**src/rtl/debounce_pkg.sv**
```systemverilog
// Shared constants and types for the multi-channel push-button debouncer.
package debounce_pkg;

  localparam int unsigned MAX_CHANNELS      = 32;
  localparam int unsigned DEF_CHANNELS      = 4;
  localparam int unsigned DEF_CLK_DIV       = 100_000;
  localparam int unsigned DEF_STABLE_TICKS  = 20;
  localparam int unsigned DEF_REPEAT_DELAY  = 500;
  localparam int unsigned DEF_REPEAT_PERIOD = 100;

  typedef logic [MAX_CHANNELS-1:0] btn_vec_t;

  // Counter width able to hold the values 0..max_val inclusive.
  function automatic int unsigned cnt_width(input int unsigned max_val);
    return (max_val < 1) ? 1 : $clog2(max_val + 1);
  endfunction

endpackage

```
**src/rtl/debounce_tick_gen.sv**
```systemverilog
// Shared sample-tick generator: one-cycle registered pulse every CLK_DIV clk_in cycles.
module debounce_tick_gen
  import debounce_pkg::*;
#(
  parameter int unsigned CLK_DIV = DEF_CLK_DIV
) (
  input  logic clk_in,
  input  logic rst_n,
  output logic tick
);

  localparam int unsigned              DIV_W    = $clog2(CLK_DIV);
  localparam logic [DIV_W-1:0]         DIV_LAST = DIV_W'(CLK_DIV - 1);

  logic [DIV_W-1:0] div_cnt_q, div_cnt_d;
  logic             tick_q, tick_d;

  always_comb begin
    tick_d    = 1'b0;
    div_cnt_d = div_cnt_q + 1'b1;
    if (div_cnt_q == DIV_LAST) begin
      div_cnt_d = '0;
      tick_d    = 1'b1;
    end
  end

  always_ff @(posedge clk_in or negedge rst_n) begin
    if (!rst_n) begin
      div_cnt_q <= '0;
      tick_q    <= 1'b0;
    end else begin
      div_cnt_q <= div_cnt_d;
      tick_q    <= tick_d;
    end
  end

  assign tick = tick_q;

endmodule

```
**src/rtl/multi_debounce.sv**
```systemverilog
// N-channel push-button conditioner: synchroniser, tick-sampled stability filter, press/release pulses.
// Optional auto-repeat on held buttons is enabled by defining DEBOUNCE_REPEAT_EN.
module multi_debounce
  import debounce_pkg::*;
#(
  parameter int unsigned CHANNELS      = DEF_CHANNELS,
  parameter int unsigned CLK_DIV       = DEF_CLK_DIV,
  parameter int unsigned STABLE_TICKS  = DEF_STABLE_TICKS,
  parameter int unsigned REPEAT_DELAY  = DEF_REPEAT_DELAY,
  parameter int unsigned REPEAT_PERIOD = DEF_REPEAT_PERIOD
) (
  input  logic                clk_in,
  input  logic                rst_n,
  input  logic [CHANNELS-1:0] pb_in,
  output logic [CHANNELS-1:0] db_level,
  output logic [CHANNELS-1:0] press_pulse,
  output logic [CHANNELS-1:0] release_pulse,
  output logic                tick_out
);

  localparam int unsigned      CNT_W    = $clog2(STABLE_TICKS + 1);
  localparam logic [CNT_W-1:0] CNT_LAST = CNT_W'(STABLE_TICKS - 1);

`ifdef DEBOUNCE_REPEAT_EN
  localparam int unsigned REP_MAX = (REPEAT_DELAY > REPEAT_PERIOD) ? REPEAT_DELAY : REPEAT_PERIOD;
  localparam int unsigned REP_W   = cnt_width(REP_MAX);
  localparam logic [REP_W-1:0] REP_DELAY_C  = REP_W'(REPEAT_DELAY);
  localparam logic [REP_W-1:0] REP_PERIOD_C = REP_W'(REPEAT_PERIOD);
`endif

  if (CHANNELS < 1 || CHANNELS > MAX_CHANNELS || CLK_DIV < 2 || STABLE_TICKS < 1 ||
      REPEAT_DELAY < 1 || REPEAT_PERIOD < 1) begin : g_bad_cfg
    $error("multi_debounce: illegal parameter combination");
  end

  logic tick;

  debounce_tick_gen #(
    .CLK_DIV (CLK_DIV)
  ) u_tick_gen (
    .clk_in (clk_in),
    .rst_n  (rst_n),
    .tick   (tick)
  );

  assign tick_out = tick;

  logic [CHANNELS-1:0] sync1_q, sync2_q;

  always_ff @(posedge clk_in or negedge rst_n) begin
    if (!rst_n) begin
      sync1_q <= '0;
      sync2_q <= '0;
    end else begin
      sync1_q <= pb_in;
      sync2_q <= sync1_q;
    end
  end

  for (genvar i = 0; i < CHANNELS; i++) begin : g_ch
    logic [CNT_W-1:0] stab_cnt_q, stab_cnt_d;
    logic             level_q, level_d;
    logic             press_q, press_d;
    logic             release_q, release_d;
    logic             flip;
    logic             rep_fire;

    // The filter only advances on tick cycles; between ticks all state holds.
    always_comb begin
      stab_cnt_d = stab_cnt_q;
      level_d    = level_q;
      flip       = 1'b0;
      if (tick) begin
        if (sync2_q[i] == level_q) begin
          stab_cnt_d = '0;
        end else if (stab_cnt_q == CNT_LAST) begin
          stab_cnt_d = '0;
          level_d    = sync2_q[i];
          flip       = 1'b1;
        end else begin
          stab_cnt_d = stab_cnt_q + 1'b1;
        end
      end
      press_d   = (flip & sync2_q[i]) | rep_fire;
      release_d = flip & ~sync2_q[i];
    end

    always_ff @(posedge clk_in or negedge rst_n) begin
      if (!rst_n) begin
        stab_cnt_q <= '0;
        level_q    <= 1'b0;
        press_q    <= 1'b0;
        release_q  <= 1'b0;
      end else begin
        stab_cnt_q <= stab_cnt_d;
        level_q    <= level_d;
        press_q    <= press_d;
        release_q  <= release_d;
      end
    end

`ifdef DEBOUNCE_REPEAT_EN
    logic [REP_W-1:0] rep_cnt_q, rep_cnt_d, rep_next, rep_target;
    logic             rep_armed_q, rep_armed_d;

    // rep_armed selects between the initial delay and the repeat period, so the
    // hold counter never has to count past max(REPEAT_DELAY, REPEAT_PERIOD).
    always_comb begin
      rep_cnt_d   = rep_cnt_q;
      rep_armed_d = rep_armed_q;
      rep_fire    = 1'b0;
      rep_next    = rep_cnt_q + 1'b1;
      rep_target  = rep_armed_q ? REP_PERIOD_C : REP_DELAY_C;
      if (!level_q || flip) begin
        rep_cnt_d   = '0;
        rep_armed_d = 1'b0;
      end else if (tick) begin
        if (rep_next == rep_target) begin
          rep_cnt_d   = '0;
          rep_armed_d = 1'b1;
          rep_fire    = 1'b1;
        end else begin
          rep_cnt_d = rep_next;
        end
      end
    end

    always_ff @(posedge clk_in or negedge rst_n) begin
      if (!rst_n) begin
        rep_cnt_q   <= '0;
        rep_armed_q <= 1'b0;
      end else begin
        rep_cnt_q   <= rep_cnt_d;
        rep_armed_q <= rep_armed_d;
      end
    end
`else
    assign rep_fire = 1'b0;
`endif

    assign db_level[i]      = level_q;
    assign press_pulse[i]   = press_q;
    assign release_pulse[i] = release_q;
  end

endmodule

```
**config.mk**
```make
export PLATFORM = sky130hd
export DESIGN_NAME = multi_debounce
export DESIGN_NICKNAME = d
export VERILOG_FILES = /design/src/rtl/debounce_pkg.sv /design/src/rtl/debounce_tick_gen.sv /design/src/rtl/multi_debounce.sv
export SDC_FILE = /design/constraint.sdc
export NUM_CORES = 1
export LEC_CHECK = 0
export CAP_MARGIN = 20
export CELL_PAD_IN_SITES_DETAIL_PLACEMENT = 0
export CELL_PAD_IN_SITES_GLOBAL_PLACEMENT = 1
export CORE_MARGIN = 8
export CORE_UTILIZATION = 45
export DETAILED_ROUTE_END_ITERATION = 10
export PLACE_DENSITY_LB_ADDON = 0.1
export SYNTH_ARGS = -nofsm -noshare
export SYNTH_HDL_FRONTEND = slang
export SYNTH_HIERARCHICAL = 1
export SYNTH_SLANG_ARGS = --single-unit
```
**constraint.sdc**
```tcl
create_clock -name clk_in -period 2.2 [get_ports clk_in]
set_input_delay 0.44 -clock clk_in [delete_from_list [all_inputs] [get_ports clk_in]]
set_output_delay 0.44 -clock clk_in [all_outputs]
set_load 0.02 [all_outputs]
```
[Word level (Yosys, flattened, before mapping)]
Cells that the tools add are included.
Operators by class
  $add $sub $neg: 5
  equality and inequality tests: 9
  mux-type cells: 22
  bitwise operators: 16
  reductions and logical operators: 4
Operators by type and width (number)
  2-to-1 mux 5 bit: 8
  adder 5 x 1 -> 5 bit (second input constant): 4
  == test 5 bit (second input constant): 4
  adder 17 x 1 -> 17 bit (second input constant): 1
  == test 17 bit (second input constant): 1
  2-to-1 mux 17 bit: 1
  2-to-1 mux 1 bit: 13
  AND reduction 3 bit: 4
  bitwise AND 1 bit: 8
  inverter 1 bit: 8
  == test 1 bit: 4
Word-level totals
  register bits: 58
  input bits: 6
  output and inout port bits: 13
  logic and storage cells: 76

[Longest topological paths before layout]
Gate-level depths: netlist (run 1).
  depth in word-level cells: 5
  gate-level depth with buffers: 5
  mapped depth without buffers: 5

[By module]
The synthesis (run 1) kept the hierarchy.
Modules (own cells, without submodules)
  multi_debounce: times used 1, cells each 173, area an instance 1966.9 µm², seq. area each 1001.0 µm²
  debounce_tick_gen: times used 1, cells each 75, area an instance 818.3 µm², seq. area each 450.4 µm²

[Worst setup path after synthesis (run 1)]
No wires, ideal clock.
  path type: register -> register
  start point: reg u_tick_gen.div_cnt_q[11]
  end point: reg u_tick_gen.div_cnt_q[10]
  library setup time: 138 ps
  data arrival time: 1745 ps
  data required time: 2062 ps
  slack: 316 ps
  stages on the path, launching flop included: 5
  buffers on the path: 0
  period minus slack after synthesis: 1884 ps
  cell sequence: dfrtp_1 or4_1 or4_4 nor4_4 nor2_1
On the way
  longest elaborated chain between the ends: 2
Ends and longest elaborated chain
  start, declared: RTL line debounce_tick_gen.sv:15  | logic [DIV_W-1:0] div_cnt_q, div_cnt_d;
  start signal, assigned: RTL line debounce_tick_gen.sv:32  | div_cnt_q <= div_cnt_d;
  == test 17 bit: RTL line debounce_tick_gen.sv:21  | if (div_cnt_q == DIV_LAST) begin
  2-to-1 mux 17 bit: RTL line debounce_tick_gen.sv:21
  named net u_tick_gen.div_cnt_d[10]: RTL line debounce_tick_gen.sv:15
The timed path passes the listed nets, and every way through them passes these cells.
A chain may end at the register's enable or synchronous reset.

[Worst setup path after layout (run 1)]
  start point: reg u_tick_gen.div_cnt_q[11]
  end point: reg u_tick_gen.div_cnt_q[15]
On the way
  longest elaborated chain between the ends: 2
  elaborated cells on any way between the ends: 3
  those cells by class: add/sub: 1; eq/ne: 1; mux: 1
Ends and longest elaborated chain (RTL line)
  adder 17 x 1 -> 17 bit / == test 17 bit (equally long branches): debounce_tick_gen.sv:20, debounce_tick_gen.sv:21
  2-to-1 mux 17 bit *: debounce_tick_gen.sv:21
  named net u_tick_gen.div_cnt_d[15]: debounce_tick_gen.sv:15
Mark *: on every way through the listed nets, which the timed path passes. The rest lies on a longest branch.

==> results of run 1 <==
## worst reg2reg max path, cell delays in order, from the launching register on
cell     delay (ns)
dfrtp_1        0.43
or4_1          0.53
or4_4          0.44
nor4_4         0.20
buf_4          0.21
a21oi_1        0.05
## final cells by class
cell class              instances  share of cell area (%)
inverters                      18                   2.131
repair buffers                 21                   6.630
clock inverters                 2                   1.105
well taps                      75                   2.960
flip-flops and latches         58                   45.78
clock buffers                  13                   5.328
multi-input cells             155                   36.07
## flip-flops by register name, summed over array words and instances, names as in the netlist
| name | count |
|---|---|
| g_ch.stab_cnt_q | 20 |
| sync1_q | 4 |
| u_tick_gen/tick | 1 |
| g_ch.release_q | 4 |
| g_ch.press_q | 4 |
| u_tick_gen/div_cnt_q | 17 |
| sync2_q | 4 |
| g_ch.level_q | 4 |
## synth_stat cells, types with 4 or more instances
library cell	count	share of area [%]
ha_1	5	2.2
mux2i_1	4	1.4
nor2b_1	7	1.6
inv_1	18	2.4
xnor2_1	12	3.8
nor3b_1	4	1.1
nand4_1	4	0.90
nor3_1	4	0.72
buf_4	13	3.5
nor2_1	13	1.8
o2111ai_1	4	1.3
o21ai_0	6	1.1
nand3_1	14	2.5
nand2b_1	6	1.3
dfrtp_1	58	52
xor2_1	6	1.9
o22ai_1	6	1.3
nand2_1	13	1.8
## cells by family after synthesis
kind of cell | share of synthesized area [%]
AO/OA/AOI/OAI | 8.041
XOR/XNOR | 7.412
adder cells (fa/ha/maj) | 2.246
buffers and inverters | 6.828
flip-flops | 52.11
multiplexers | 3.189
AND/OR/NAND/NOR | 20.17
## worst max-delay path by stage
stage | start | end | slack (ns) | depth (start not counted)
final | u_tick_gen/div_cnt_q[11] | u_tick_gen/div_cnt_q[15] | 0.22 | 5
after global routing | u_tick_gen/div_cnt_q[11] | u_tick_gen/div_cnt_q[15] | 0.15 | 5
after CTS | u_tick_gen/div_cnt_q[11] | u_tick_gen/div_cnt_q[3] | 0.22 | 5
after detailed placement | u_tick_gen/div_cnt_q[11] | u_tick_gen/div_cnt_q[10] | 0.23 | 5
after global placement | u_tick_gen/div_cnt_q[11] | u_tick_gen/div_cnt_q[15] | 0.24 | 5
after floorplan | u_tick_gen/div_cnt_q[11] | u_tick_gen/div_cnt_q[10] | 0.32 | 4
## cell usage in the layout (no fill, tap or decap), drive strengths merged, types with 2 or more instances in the layout
master and count:
o21ai 6, ha 5, a311o 2, and3b 2
inv 18, xnor2 12, mux2i 4, xor2 9
a31oi 2, o2bb2ai 2, a21boi 3, and4 2
o31ai 2, and4bb 4, nand4 4, nand3b 4
nor2 13, nand4b 2, nor3 4, nand3 14
or4 3, mux2 4, o2111ai 4, nor2b 7
dfrtp 58, nand2b 6, nand2 16, a211oi 2
clkdlybuf4s50 17, clkbuf 13, nor3b 4, nor4 2
buf 4, o22ai 6
## metal layers
layer / GRT usage [%] / wire (um) / vias up
met5: 0 / 0 / -
met4: 7.802 / 108 / 0
li1: - / - / 884
met3: 2.857 / 102 / 10
met1: 14.11 / 2104 / 847
met2: 17.90 / 2020 / 11
## power groups by stage
stage	registers, uW	clock network (uW)	logic (uW)
finish	1080	981	42.1
floorplan	1100	0	9.24
detailed placement	1100	0	44.9
CTS	1080	1020	45.2
global route	1080	1070	50.0
global placement	1100	0	45.1
## per-stage QoR
step	worst slack, ns	cells
2_1_floorplan	0.3163	248
3_3_place_gp	0.2385	327
3_5_place_dp	0.2287	327
4_1_cts	0.2154	342
5_1_grt	0.1534	342
6_report	0.2239	342
==> impl_results.md, run 1 <==
* Status: finished, final reports clean
* WP data required at between 2 and 2.5 ns
* Predominant post-synthesis flop cell: dfrtp_1
* Seq pwr share at around half
* Post-place instance area at a little under 3000 um2
* Fin Hold WS at around 0.11 ns
* Post_cts resized at 0
* Nets at 274
* Finished Core Util at a little over half
* Die width at ~95 um
* Cell leakage power at 0.001387 uW
* Clock Sinks at 58
* Crit-path cells: or4_1, or4_4, nor4_4, buf_4, a21oi_1
* CTS tree: yes
* Switching power total at approximately 400 uW
* Netlist Area Pre-Place at around 2800 um2
* Final Cell Area at around 3200 um2
* Final ANT Viol Nets at 0
* Mean Syn Cell Area at about 11 um2
* Filler cells at 545
* Relative slew margins at approximately 73%
* Max stage delay cell, worst path: or4_1
* Synth Instances at approximately 250
* Clock power share at a little under half
* Share of layout cells above drive strength 1 at between 10% and 20%
* DP HPWL at between 2 and 3 mm
* Die Y at 94.67 um
* Worst hold path type: input pin to async pin
* Sw Ratio at around a fifth
* Initial antenna violation count at 0
* Antenna cell count at 0
* Arrival time worst endpoint at between 2 and 2.5 ns
* Final min period at ~2 ns
* R2r worst-path depth at 5
* Setup violators final at 0
* Total chip power at between 2000 and 2500 uW
* Via count at between 1500 and 2000
* Reg2Reg Launch Point: u_tick_gen/div_cnt_q[11]
* Row Count at 28
* Sequential fraction of the synthesis area at approximately 52%
* Delay-heaviest family, CP: simple AND/OR/NAND/NOR gates
* Worst R2R Setup Slack at ~0.22 ns
* Bufs on Longest Clock Path at 2
* Worst-Skew Late Latency at 0.32 ns
* DRT iter0 DRCs at 52
* Peak fanout along the critical path at 8
* Power density cells at 663.7 nW/um2
* Buf/Inv on CP at 1
* Fmax at 506.1 MHz
* Setup TNS at 0 ns
* Max-slew violation count at 0
* Reg area at 1451 um2
* CTS buffer count at 9
* # IOs at 19
* Unique masters post-synth at 49
* Clk slew on worst S/H paths at 0.06 ns
* Least-Margin Pin Slew at between 0.3 and 0.4 ns
* Final Cycle Share at between 80 and 90%
* Layout area overhead at 13.84%
* Peak VDD IR at between 0.3 and 0.4 mV
* Max Cap Viol at 0
* Critical Path Sink Type: flip-flop
* Total number of yosys warnings at 6
* 1st-pass router iterations at 4
* Post-route DRC violation count at 0
* GPL Wtd Cong at 0.7033
* Cts hold-fix bufs at 0
* Largest net degree at the start of global routing at 59
* Synthesized Nets at ~260
* H-tree Lvls at 3
* Startpoint class of the critical path: flip-flop
* Layout Skew at around 0.0038 ns
* Core area at a little under 6000 um2
* Gr ovfl total at 0
* Post-synthesis async set-or-reset flop share at 100.0%
* Drt wl/cell at ~13 um
* GRT Total Usage at 11.60%
* Starting Density at 46.76%
* Root Buffer: clkbuf_8
* Total wire length at 4.334 mm
* Logic pwr share at about 2.0%
* # Post-CTS Setup Buffers at 0
* Post-synth EDFFs at 0
* Vias in the first global route at about 1800
* Multi-input logic area at 1144 um2
* Crit path largest cell delay at about 0.53 ns
* R2R Path End: u_tick_gen/div_cnt_q[15]
* RSZ-0062 raised after global routing: false
* First-pass GRT wire length at roughly 8 mm
* Vias per cell at a little over 5
* Pint at around 1700 uW
* FF+latch count, synth at 58
* Die area at between 8000 and 9000 um2
* Crit path kind: flip-flop to flip-flop
* Port bufs at 18
* Final count of hold timing violations at 0
Note: power is estimated with default switching activity, not from simulation.
==> run 2: changes to the inputs <==
--- a/config.mk
+++ b/config.mk
@@ -11,6 +11,7 @@
 export CORE_MARGIN = 8
 export CORE_UTILIZATION = 45
 export DETAILED_ROUTE_END_ITERATION = 10
+export MAX_ROUTING_LAYER = met4
 export PLACE_DENSITY_LB_ADDON = 0.1
 export SYNTH_ARGS = -nofsm -noshare
 export SYNTH_HDL_FRONTEND = slang
==> run 2 against run 1 <==
Via count stayed put; register-to-register slack hardly changed; final cell count did not move; sequential share of layout area is the same; fmax unchanged; flip-flop and latch count unchanged; worst setup slack is the same.
==> impl_results.md, run 2 (same netlist as run 1, synthesis figures left out) <==
* Max Cap Viol at 0
* Port bufs at 18
* Arrival time worst endpoint at around 2.2 ns
* Status: finished, final reports clean
* Layout Skew at roughly 0.0038 ns
* # IOs at 19
* Share of layout cells above drive strength 1 at between 10% and 20%
* Largest net degree at the start of global routing at ~60
* DRT iter0 DRCs at 58
* Buf/Inv on CP at 1
* Cell leakage power at around 0.0014 uW
* DP HPWL at slightly below 3 mm
* Max FFs per register at 20
* R2R Path End: u_tick_gen/div_cnt_q[15]
* Core area at approximately 6000 um2
* Post-route DRC violation count at 0
* Relative slew margins at between 70 and 80%
* 1st-pass router iterations at 4
* Dpl ws at 0.2287 ns
* Final setup margin at between 0.2 and 0.25 ns
* Most frequent cells in the layout: dfrtp_1, inv_1, clkdlybuf4s50_1
* Starting Density at between 40% and 50%
* Via count at roughly 1800
* Peak VDD IR at ~0.36 mV
* CTS tree: yes
* CTS buffer count at 9
* Die area at approximately 9000 um2
* Antenna cell count at 0
* Delay-heaviest family, CP: simple AND/OR/NAND/NOR gates
* Crit path largest cell delay at around 0.53 ns
* Placed cell count at 327
* Worst R2R Setup Slack at ~0.22 ns
* Gr ovfl total at 0
* Least-Margin Pin Slew at between 0.3 and 0.4 ns
* Peak fanout along the critical path at 8
* Most common cell after layout, fill and taps aside: dfrtp_1
* WP data required at about 2.4 ns
* Post_cts resized at 0
* Drt wl/cell at roughly 13 um
* Filler cells at around 550
* Max-slew violation count at 0
* R2r worst-path depth at 5
* Largest reg by FF count: g_ch.stab_cnt_q
* Initial antenna violation count at 0
* Power density cells at 663.6 nW/um2
* Final min period at about 2 ns
* Max stage delay cell, worst path: or4_1
* Bufs on Longest Clock Path at 2
* Finished Core Util at 53.24%
* GPL Wtd Cong at just over 0.7
* Startpoint class of the critical path: flip-flop
* Vias per cell at ~5.1
* Clk slew on worst S/H paths at roughly 0.060 ns
* Nets at between 200 and 300
* GRT Total Usage at 11.96%
* Final count of hold timing violations at 0
* First-pass GRT wire length at 8.155 mm
* Die Y at ~95 um
* Die width at between 90 and 100 um
* Total chip power at 2104 uW
* Crit-path cells: or4_1, or4_4, nor4_4, buf_4, a21oi_1
* Total wire length at ~4.3 mm
* Worst hold path type: input pin to async pin
* H-tree Lvls at 3
* Cts hold-fix bufs at 0
* Non-Filler Instances at between 300 and 400
* RSZ-0062 raised after global routing: false
* Worst-Skew Late Latency at approximately 0.32 ns
* Row Count at 28
* Final ANT Viol Nets at 0
* Reg2Reg Launch Point: u_tick_gen/div_cnt_q[11]
* # Post-CTS Setup Buffers at 0
* Crit path kind: flip-flop to flip-flop
* Clock Sinks at between 50 and 60
* Final Cycle Share at between 80% and 90%
* Setup TNS at 0 ns
* Layout area overhead at 13.84%
* Fmax at just over 500 MHz
* Biggest regs: g_ch.stab_cnt_q x20, u_tick_gen/div_cnt_q x17
* Vias in the first global route at approximately 1800
* Root Buffer: clkbuf_8
* Setup violators final at 0
* Critical Path Sink Type: flip-flop
==> run 2: area by class of cell <==
class / count / area, um2 / area share, %
Multi-Input combinational cell: 155 / 1144 / 36.07
Tap cell: 75 / 93.84 / 2.960
Clock buffer: 13 / 168.9 / 5.328
Sequential cell: 58 / 1451 / 45.78
Timing Repair Buffer: 21 / 210.2 / 6.630
Clock inverter: 2 / 35.03 / 1.105
Inverter: 18 / 67.56 / 2.131
==> run 2: report_power, final <==
group | internal [uW] | switching (uW)
combinational | 14.7 | 27.5
clock | 608 | 373
sequential | 1070 | 6.52
total | 1700 | 407
==> run 2: through the flow <==
stage          hold WS, ns  area [um2]
2_1_floorplan       0.1444        2785
3_3_place_gp        0.3335        2967
3_5_place_dp        0.3363        2967
4_1_cts             0.1082        3171
5_1_grt             0.1284        3171
6_report            0.1127        3171
==> run 2: layer usage <==
layer	GRT usage, %	wire length [um]	vias up
li1	-	-	884
met2	17.90	2020	11
met5	-	0	-
met1	14.11	2104	847
met3	2.857	102	10
met4	7.802	108	0
==> run 2: worst max path at each step <==
stage                        startpoint  slack, ns  cells past startpoint                  endpoint
2_1_floorplan  u_tick_gen/div_cnt_q[11]       0.32                      4  u_tick_gen/div_cnt_q[10]
3_3_place_gp   u_tick_gen/div_cnt_q[11]       0.24                      5  u_tick_gen/div_cnt_q[15]
3_5_place_dp   u_tick_gen/div_cnt_q[11]       0.23                      5  u_tick_gen/div_cnt_q[10]
4_1_cts        u_tick_gen/div_cnt_q[11]       0.22                      5   u_tick_gen/div_cnt_q[3]
5_1_grt        u_tick_gen/div_cnt_q[11]       0.15                      5  u_tick_gen/div_cnt_q[15]
6_report       u_tick_gen/div_cnt_q[11]       0.22                      5  u_tick_gen/div_cnt_q[15]
